## config.mk

```make
export PLATFORM = sky130hd
export DESIGN_NAME = lane_word_streamer_flat
export DESIGN_NICKNAME = d
export VERILOG_FILES = /design/src/rtl/lane_word_streamer_if.sv /design/src/rtl/lane_word_streamer.sv /design/src/flat_wrapper.sv
export SDC_FILE = /design/constraint.sdc
export NUM_CORES = 1
export LEC_CHECK = 0
export CAP_MARGIN = 25
export CORE_ASPECT_RATIO = 0.75
export CORE_UTILIZATION = 40
export CTS_BUF_LIST = sky130_fd_sc_hd__clkbuf_2 sky130_fd_sc_hd__clkbuf_4 sky130_fd_sc_hd__clkbuf_8
export CTS_CLUSTER_SIZE = 12
export DETAILED_ROUTE_END_ITERATION = 6
export PLACE_DENSITY = 0.77
export SLEW_MARGIN = 20
export SYNTH_ARGS = -nofsm -noshare
export SYNTH_HDL_FRONTEND = slang
export SYNTH_SLANG_ARGS = --single-unit
export TNS_END_PERCENT = 20
```

## constraint.sdc

```tcl
create_clock -name clk -period 2.5 [get_ports clk]
set_input_delay 0.5 -clock clk [delete_from_list [all_inputs] [get_ports clk]]
set_output_delay 0.5 -clock clk [all_outputs]
set_load 0.01 [all_outputs]
```

## src/rtl/lane_word_streamer_if.sv

```systemverilog
// Request/response bundle between the cache data-array read stage and the
// lane word streamer. The master issues lane requests and consumes beats.
interface lane_word_streamer_if #(
  parameter int LOG_WAYS    = 2,
  parameter int OFFSET_BITS = 3
);
  localparam int LANE_W = 8 * (2**OFFSET_BITS) * (2**LOG_WAYS);

  logic                   req_valid;
  logic                   req_ready;
  logic [LANE_W-1:0]      req_lane;
  logic [LOG_WAYS-1:0]    req_pos;
  logic [OFFSET_BITS-1:0] req_offset;
  logic [1:0]             req_size;
  logic                   req_unsigned;
  logic [OFFSET_BITS-3:0] req_burst_len;
  logic                   rsp_valid;
  logic                   rsp_ready;
  logic [31:0]            rsp_data;
  logic                   rsp_last;
  logic                   rsp_err;

  modport master (
    output req_valid, req_lane, req_pos, req_offset, req_size, req_unsigned,
           req_burst_len, rsp_ready,
    input  req_ready, rsp_valid, rsp_data, rsp_last, rsp_err
  );

  modport slave (
    input  req_valid, req_lane, req_pos, req_offset, req_size, req_unsigned,
           req_burst_len, rsp_ready,
    output req_ready, rsp_valid, rsp_data, rsp_last, rsp_err
  );
endinterface

```

## src/rtl/lane_word_streamer.sv

```systemverilog
// Lane word streamer: captures one way of a cache lane and returns either a
// single extended byte/half/word or a critical-word-first wrapping burst of
// words from that way, one beat per cycle under valid/ready flow control.
module lane_word_streamer #(
  parameter int LOG_WAYS    = 2,
  parameter int OFFSET_BITS = 3
) (
  input  logic                  clk,
  input  logic                  reset,
  lane_word_streamer_if.slave   bus
);
  localparam int WAY_W = 8 * (2**OFFSET_BITS);
  localparam int IDX_W = OFFSET_BITS - 2;

  typedef enum logic {S_IDLE, S_STREAM} state_t;

  state_t             r_state;
  logic               r_req_ready;
  logic               r_rsp_valid;
  logic               r_rsp_last;
  logic               r_rsp_err;
  logic [31:0]        r_rsp_data;
  logic [WAY_W-1:0]   r_way;
  logic [IDX_W-1:0]   r_word_idx;
  logic [IDX_W-1:0]   r_beat;
  logic [IDX_W-1:0]   r_burst_len;

  logic               w_accept;
  logic               w_misaligned;
  logic               w_single;
  logic [WAY_W-1:0]   w_sel_way;
  logic [7:0]         w_byte;
  logic [15:0]        w_half;
  logic [31:0]        w_word;
  logic [31:0]        w_first_data;
  logic [IDX_W-1:0]   w_next_beat;
  logic [31:0]        w_next_data;

  assign w_accept  = bus.req_valid && r_req_ready;
  assign w_sel_way = bus.req_lane[bus.req_pos*WAY_W +: WAY_W];

  // Half needs offset[0]=0, word needs offset[1:0]=0; reserved size acts as word.
  assign w_misaligned = ((bus.req_size == 2'b01) && bus.req_offset[0]) ||
                        (bus.req_size[1] && (bus.req_offset[1:0] != 2'b00));
  assign w_single     = !bus.req_size[1] || w_misaligned;

  // Aligned selects keep every part-select inside the way even when the
  // request turns out misaligned (its data is then discarded).
  assign w_byte = w_sel_way[{bus.req_offset, 3'b000} +: 8];
  assign w_half = w_sel_way[{bus.req_offset[OFFSET_BITS-1:1], 4'b0000} +: 16];
  assign w_word = w_sel_way[{bus.req_offset[OFFSET_BITS-1:2], 5'b00000} +: 32];

  // First-beat data: extend byte/half or pass the word straight through.
  always_comb begin
    // NOTE: default assignment first so no path leaves the output unassigned (no latch).
    w_first_data = w_word;
    case (bus.req_size)
      2'b00:   w_first_data = bus.req_unsigned ? {24'b0, w_byte}
                                               : {{24{w_byte[7]}}, w_byte};
      2'b01:   w_first_data = bus.req_unsigned ? {16'b0, w_half}
                                               : {{16{w_half[15]}}, w_half};
      default: w_first_data = w_word;
    endcase
  end

  // Following burst beat: the index sum wraps naturally within the way.
  assign w_next_beat = r_beat + 1'b1;
  assign w_next_data = r_way[{r_word_idx + w_next_beat, 5'b00000} +: 32];

  // Capture the selected way on accept so the lane input is free afterwards.
  // NOTE: pure data register, qualified by r_rsp_valid, so it carries no reset.
  always_ff @(posedge clk) begin
    if (w_accept) r_way <= w_sel_way;
  end

  // Request/stream FSM with registered handshake and response outputs.
  always_ff @(posedge clk or posedge reset) begin
    // NOTE: all state here uses non-blocking assignments so every register samples pre-edge values.
    if (reset) begin
      r_state     <= S_IDLE;
      r_req_ready <= 1'b1;
      r_rsp_valid <= 1'b0;
      r_rsp_last  <= 1'b0;
      r_rsp_err   <= 1'b0;
      r_rsp_data  <= '0;
      r_word_idx  <= '0;
      r_beat      <= '0;
      r_burst_len <= '0;
    end else begin
      case (r_state)
        S_IDLE: begin
          if (w_accept) begin
            r_state     <= S_STREAM;
            r_req_ready <= 1'b0;
            r_rsp_valid <= 1'b1;
            r_beat      <= '0;
            r_word_idx  <= bus.req_offset[OFFSET_BITS-1:2];
            r_burst_len <= w_single ? '0 : bus.req_burst_len;
            r_rsp_err   <= w_misaligned;
            r_rsp_last  <= w_single || (bus.req_burst_len == '0);
            r_rsp_data  <= w_misaligned ? 32'h0 : w_first_data;
          end
        end
        S_STREAM: begin
          if (bus.rsp_ready) begin
            if (r_rsp_last) begin
              r_state     <= S_IDLE;
              r_rsp_valid <= 1'b0;
              r_req_ready <= 1'b1;
            end else begin
              r_beat     <= w_next_beat;
              r_rsp_data <= w_next_data;
              r_rsp_last <= (w_next_beat == r_burst_len);
            end
          end
        end
        default: r_state <= S_IDLE;
      endcase
    end
  end

  assign bus.req_ready = r_req_ready;
  assign bus.rsp_valid = r_rsp_valid;
  assign bus.rsp_data  = r_rsp_data;
  assign bus.rsp_last  = r_rsp_last;
  assign bus.rsp_err   = r_rsp_err;
endmodule

```

## src/flat_wrapper.sv

```systemverilog
// flat-port wrapper written by rule: the top's interface ports become plain ports
module lane_word_streamer_flat 
#(
  parameter int LOG_WAYS    = 2,
  parameter int OFFSET_BITS = 3
)
  (clk, reset, bus_req_valid, bus_req_lane, bus_req_pos, bus_req_offset, bus_req_size, bus_req_unsigned, bus_req_burst_len, bus_rsp_ready, bus_req_ready, bus_rsp_valid, bus_rsp_data, bus_rsp_last, bus_rsp_err);
  lane_word_streamer_if #(.LOG_WAYS(LOG_WAYS), .OFFSET_BITS(OFFSET_BITS)) bus_i ();
  input  logic clk;
  input  logic reset;
  input wire logic [$bits(bus_i.req_valid)-1:0] bus_req_valid;
  input wire logic [$bits(bus_i.req_lane)-1:0] bus_req_lane;
  input wire logic [$bits(bus_i.req_pos)-1:0] bus_req_pos;
  input wire logic [$bits(bus_i.req_offset)-1:0] bus_req_offset;
  input wire logic [$bits(bus_i.req_size)-1:0] bus_req_size;
  input wire logic [$bits(bus_i.req_unsigned)-1:0] bus_req_unsigned;
  input wire logic [$bits(bus_i.req_burst_len)-1:0] bus_req_burst_len;
  input wire logic [$bits(bus_i.rsp_ready)-1:0] bus_rsp_ready;
  output wire logic [$bits(bus_i.req_ready)-1:0] bus_req_ready;
  output wire logic [$bits(bus_i.rsp_valid)-1:0] bus_rsp_valid;
  output wire logic [$bits(bus_i.rsp_data)-1:0] bus_rsp_data;
  output wire logic [$bits(bus_i.rsp_last)-1:0] bus_rsp_last;
  output wire logic [$bits(bus_i.rsp_err)-1:0] bus_rsp_err;
  assign bus_i.req_valid = bus_req_valid;
  assign bus_i.req_lane = bus_req_lane;
  assign bus_i.req_pos = bus_req_pos;
  assign bus_i.req_offset = bus_req_offset;
  assign bus_i.req_size = bus_req_size;
  assign bus_i.req_unsigned = bus_req_unsigned;
  assign bus_i.req_burst_len = bus_req_burst_len;
  assign bus_i.rsp_ready = bus_rsp_ready;
  assign bus_req_ready = bus_i.req_ready;
  assign bus_rsp_valid = bus_i.rsp_valid;
  assign bus_rsp_data = bus_i.rsp_data;
  assign bus_rsp_last = bus_i.rsp_last;
  assign bus_rsp_err = bus_i.rsp_err;
  lane_word_streamer #(.LOG_WAYS(LOG_WAYS), .OFFSET_BITS(OFFSET_BITS)) u_core (.clk(clk), .reset(reset), .bus(bus_i));
endmodule
```

==> results of run 1 <==
[layout make-up]
class	instances	area [um^2]	share of cell area, %
well taps	247	309	2.60
clock inverters	6	114	0.958
clock buffers	10	138	1.16
inverters	8	30.0	0.253
multi-input cells	437	4520	38.0
diodes	1	2.50	0.0211
repair buffers	390	3840	32.4
flip-flops and latches	104	2920	24.6
[final timing paths]
path | startpoint | to | slack (ns) | cells after the start
max | bus_req_lane[255] | u_core.bus.rsp_data[30] | 0.17 | 8
min | u_core.bus.rsp_data[23] | u_core.bus.rsp_data[23] | 0.52 | 2
max reg2reg | u_core.r_state | u_core.bus.rsp_data[30] | 0.54 | 6
min reg2reg | u_core.bus.rsp_data[23] | u_core.bus.rsp_data[23] | 0.52 | 2
max in group asynchronous | reset | u_core.bus.rsp_data[30] | 1.55 | 3
min in group asynchronous | reset | u_core.bus.rsp_data[8] | 0.58 | 3
[worst max-delay path: cells and delay by family]
kind | cells | cell delay, ns
simple gates | 1 | 0.27
compound gates | 3 | 0.61
buf+inv | 2 | 0.63
mux | 2 | 0.62
[through the flow]
| stage | instance area [um^2] | utilization (%) |
|---|---|---|
| finish | 11900 | 63.5 |
| global placement | 11600 | 62.1 |
| CTS | 11900 | 63.5 |
| detailed placement | 11600 | 62.1 |
| floorplan | 7760 | - |
| global route | 11900 | 63.5 |
[power breakdown]
group | leakage [nW] | internal (mW) | switching (mW)
Clock | 0.119 | 0.696 | 0.631
Combinational | 3.25 | 1.87 | 1.56
Sequential | 1.08 | 2.20 | 0.244
Total | 4.44 | 4.77 | 2.44
[logic make-up (layout without fill, tap and decap cells)]
kind of cell	Yosys count	after routing	synth area share [%]
AOI/OAI and AO/OA	122	122	11.0
xor gates and xnor gates	4	4	0.451
buffers and inverters	65	414	4.55
DFF	104	104	37.7
muxes	164	164	37.5
other	0	1	0
and+or+nand+nor	147	147	8.75
[metal layers]
layer  share of wire (%)  vias to the layer above
li1                    -                     3132
met4                 1.8                        0
met5                   0                        -
met1                  42                     3367
met2                  48                      323
met3                 8.2                       33
[cells in the mapped netlist, drive strengths merged]
cell type and number:
or2 3, mux2 4, a22oi 12, inv 7
clkbuf 27, mux2i 65, o2111ai 2, nand2 62
o221ai 1, a221oi 1, a2bb2oi 1, mux4 95
o22ai 25, clkinv 1, nor2b 5, nor2 32
buf 30, a21o 2, nand4 6, a2111oi 7
and3 2, nor4 1, a21oi 31, a31oi 1
a211o 1, xnor2 2, dfstp 1, o31a 1
nor3 13, a211oi 9, nand3 3, a221o 2
and3b 2, and4 3, o21ai 23, nand2b 1
o211ai 3, and2 14, xor2 2, edfxtp 64
dfrtp 39
[flip-flops by register name (all words and copies together) (netlist names)]
register              cells
u_core.bus.req_ready      1
u_core.bus.rsp_last       1
u_core.r_state            1
u_core.r_burst_len        1
u_core.bus.rsp_err        1
u_core.r_beat             1
u_core.r_way             64
u_core.r_word_idx         1
u_core.bus.rsp_valid      1
u_core.bus.rsp_data      32
==> results.toml, run 1 <==
[status]
status = "finished clean"

[floorplanning]
io_pins = 305
initial_utilization_pct = 41.5
fp.coreArea_um2 = 18700
die_y_um = 123
die-area_um2 = 20000
rows = 43
die-width_um = 163

[grt]
grt_usage_pct = 26.0
antenna_found_initial = 1
use_met1_pct = 35.7
grt_pass1_vias = 7065
grtUsageMet3_pct = 5.51
grt_max_degree = 67
grt_pass1_wl_um = 39100
grt_use_met2_pct = 42.2
grt-ovfl-total = 0
top_usage_layer = "met2"

[clock_tree]
cts_root_buf = "clkbuf_8"
numCtsBuffers = 9
post_cts_buffers = 0
cts-resized-gates = 0
clock-sinks = 104
holdBufCountCts = 0
clkLatencyLatePin_ns = 0.39
clk_pin_slew_ns = 0.09
htreeDepth = 3
cts_tree = "built"
cts.path.max_buffers = 2

[setup_path]
crit_fanout = 12
critPathMaxStageDelay_ns = 0.53
crit_type = "in2reg"
critPathCaptureType = "flop"
worstPathArrival_ns = 2.63
start_kind = "primary input"
path_cells = "clkdlybuf4s50_1 -> mux2i_1 -> mux4_2 -> a221oi_2 -> and4_4 -> a22oi_2 -> buf_12 -> o21ai_0"
crit_slowest_cell = "mux4_2"
crit_required_ns = 2.80

[timing]
setup-tns-final_ns = 0
tightest_slew_ns = 0.688
rsz0062_at_grt = "no"
final_min_period_over_clock_period_pct = 93.1
final_hold_viol_count = 0
finalSetupViolCount = 0
clock_skew_ns = 0.0110
fin_hold_ws_ns = 0.518
worst_slack_ns = 0.173
relSlewSlack_pct = 54.1
max_freq_ghz = 0.430
period_needed_ns = 2.33
slew_viol_final = 0

[layout]
final_cell_mix = "clkdlybuf4s50_1, mux4_2, buf_4, edfxtp_1, nand2_1"
syn2layout_area_growth_pct = 53.1
mostFrequentLayoutCell = "clkdlybuf4s50_1"
fin_cells = 1203
fillers = 1486
nNetsFinal = 1219
drive_above_1_share_pct = 24.6

[pwr]
ir_worst_vdd_v = 0.000594
powerDensity_nw_per_um2 = 606
power.total_mw = 7.20
power_leakage_nw = 4.44

[routing]
via_count = 6855
drcViolationCount = 0
ant_nets = 0
drtIter0Drc = 640
wl_per_cell_um = 21.1
wl_um = 25300
viasPerCell = 5.70
firstDrtPassIters = 5

[synth]
ys_types = 52
synth_area_um2 = 7760
synth_cells = 606
ys_top_cells_by_area = "mux4_2, edfxtp_1, dfrtp_1"
synth_warnings = 0
syn_nets = 875
seq_area_frac_synth_pct = 37.7
yosysTopAreaCellShare_pct = 26.7
synth_seq_cells = 104
synth.avg_cell_area_um2 = 12.8
synth_largest_area_cell = "mux4_2"

[flow_run]
cap_violations = 0

[placement]
pre_cts_ws_ns = -0.208
finalWeightedCongestion = 0.851
dp_hpwl_um = 20200
dp.cells = 1186
numPortBuffers = 304

[hold_path]
min_path_type = "reg2reg"
Note: power is estimated with default switching activity, not from simulation.
==> run 2: changes to the inputs <==
--- a/config.mk
+++ b/config.mk
@@ -7,6 +7,7 @@
 export LEC_CHECK = 0
 export CAP_MARGIN = 25
 export CORE_ASPECT_RATIO = 0.75
+export CORE_MARGIN = 10
 export CORE_UTILIZATION = 40
 export CTS_BUF_LIST = sky130_fd_sc_hd__clkbuf_2 sky130_fd_sc_hd__clkbuf_4 sky130_fd_sc_hd__clkbuf_8
 export CTS_CLUSTER_SIZE = 12
==> run 2 against run 1 <==
- setup slack improved by 0.025 ns
- register-to-register slack got worse by 0.09 ns
- global-route usage decreased by 5.0 points
- count of clock-buffer cells in the layout increased by 1
- core utilization decreased by 2.1 points
- critical path depth unchanged
- final area decreased by 0.73%
- non-clock buffer count unchanged
- sequential power about the same
- via count decreased by 0.20%
- sequential share of layout area increased by 0.18 points
- routed wire length increased by 9.0%
- highest routed layer unchanged
==> results.toml, run 2 (synthesized netlist as in run 1, its figures left out) <==
[status]
status = "finished clean"

[clock_tree]
clk_pin_slew_ns = 0.10
cts-resized-gates = 0
htreeDepth = 3
cts_root_buf = "clkbuf_8"
cts_tree = "built"
clock-sinks = 104
holdBufCountCts = 0
cts.path.max_buffers = 2
clkLatencyLatePin_ns = 0.36
post_cts_buffers = 0
numCtsBuffers = 9

[timing]
tightest_slew_ns = 0.661
relSlewSlack_pct = 55.9
final_min_period_over_clock_period_pct = 92.1
clock_skew_ns = 0.0110
final_hold_viol_count = 0
max_freq_ghz = 0.434
rsz0062_at_grt = "no"
slew_viol_final = 0
finalSetupViolCount = 0
period_needed_ns = 2.30
setup-tns-final_ns = 0

[pwr]
internal-power_mw = 4.49
p_comb_share_pct = 49.8
power_frac_seq_pct = 35.5
power_leakage_nw = 4.41
powerDensity_nw_per_um2 = 587
power.switching_mw = 2.44
ir_worst_vdd_v = 0.000536
clock_power_share_pct = 14.7
swShare_pct = 35.2

[layout]
fin_cells = 1208
largest_register = "u_core.r_way"
nNetsFinal = 1219
fin_area_um2 = 11800
final_cell_mix = "clkdlybuf4s50_1, mux4_2, buf_4, edfxtp_1, nand2_1"
largest_reg_flops = 64
mostFrequentLayoutCell = "clkdlybuf4s50_1"
final_core_util_pct = 61.4
drive_above_1_share_pct = 24.5
diodes = 0
syn2layout_area_growth_pct = 52.0

[hold_path]
min_path_type = "in2async"

[setup_path]
crit_buf_inv = 2
cp_top_family = "buffers and inverters"
start_kind = "primary input"
r2r_end = "u_core.bus.rsp_data[31]"
crit_slowest_cell = "mux4_2"
path_cells = "clkdlybuf4s50_1 -> mux2i_1 -> mux4_2 -> a221oi_2 -> and4_4 -> a22oi_2 -> buf_12 -> o21ai_0"
crit_fanout = 12
critPathCaptureType = "flop"
r2r-start = "u_core.r_beat"
crit_required_ns = 2.79
cp_num_cells = 8
r2r.worst_path.cells = 6
crit_type = "in2reg"
rrSetupSlack_ns = 0.45
worstPathArrival_ns = 2.59
critPathMaxStageDelay_ns = 0.53

[flow_run]
cap_violations = 0

[floorplanning]
die_y_um = 141
initial_utilization_pct = 40.4
fp.coreArea_um2 = 19200
io_pins = 305
rows = 44
die-width_um = 181
die-area_um2 = 25400

[grt]
grt_max_degree = 67
grt-ovfl-total = 0
antenna_found_initial = 0
grt_usage_pct = 21.0
grt_pass1_vias = 7364
grt_pass1_wl_um = 42500

[routing]
firstDrtPassIters = 4
viasPerCell = 5.66
wl_um = 27600
ant_nets = 0
drtIter0Drc = 455
wl_per_cell_um = 22.9
via_count = 6841
drcViolationCount = 0

[placement]
placed_area_um2 = 11600
dp.cells = 1192
finalWeightedCongestion = 0.871
dp_hpwl_um = 22900
numPortBuffers = 304
[run 2: cell count changes in the layout (fill, tap and decap cells not counted), sizes merged]
cell and change:
bufinv -3, clkbuf +1, clkinv +2, clkinvlp -1, diode -1, inv +1
[run 2: through the flow]
step | setup WS [ns] | hold WS [ns] | power, mW
6_report | 0.198 | 0.453 | 6.92
5_1_grt | 0.0911 | 0.502 | 7.30
4_1_cts | 0.228 | 0.470 | 6.98
3_5_place_dp | -0.189 | 0.491 | 5.97
3_3_place_gp | -0.132 | 0.485 | 5.91
2_1_floorplan | 0.0333 | 0.504 | 4.12
[run 2: worst max-delay path by stage]
stage	start	to	slack, ns
after floorplan	bus_req_pos[0]	u_core.bus.rsp_data[11]	0.03
after global placement	bus_req_lane[255]	u_core.bus.rsp_data[29]	-0.13
after detailed placement	bus_req_lane[223]	u_core.bus.rsp_data[29]	-0.19
after CTS	bus_req_lane[223]	u_core.bus.rsp_data[29]	0.23
after global routing	bus_req_lane[199]	u_core.bus.rsp_data[30]	0.09
final	bus_req_lane[231]	u_core.bus.rsp_data[29]	0.20
[run 2: power by group through the flow]
stage	sequential, mW	clock (mW)	combinational, mW
after floorplan	2.52	0	1.60
after global routing	2.50	1.10	3.70
after detailed placement	2.49	0	3.48
final	2.46	1.01	3.45
after CTS	2.45	1.04	3.48
after global placement	2.48	0	3.43
[run 2: worst register-to-register path, cell delays in order, from the launching register on]
cell and delay [ns]:
dfrtp_1 0.59, xor2_4 0.47, buf_12 0.24, mux2i_1 0.24
o21ai_0 0.13, a211oi_1 0.21, nor2_1 0.07
[run 2: layer usage]
layer | vias up | track usage [%] | share of wire [%]
met4 | 0 | 2.93 | 0.75
met2 | 298 | 34.7 | 48
met3 | 15 | 6.24 | 8.6
met5 | - | 0 | 0
met1 | 3389 | 27.4 | 42
li1 | 3139 | - | -
[run 2: area by class of cell]
type                            instances  area, um^2
Clock buffer                           11         145
Clock inverter                          5        40.0
Fill cell                            1508        7420
Inverter                                8        30.0
Multi-Input combinational cell        437        4520
Sequential cell                       104        2920
Tap cell                              253         317
Timing Repair Buffer                  390        3820
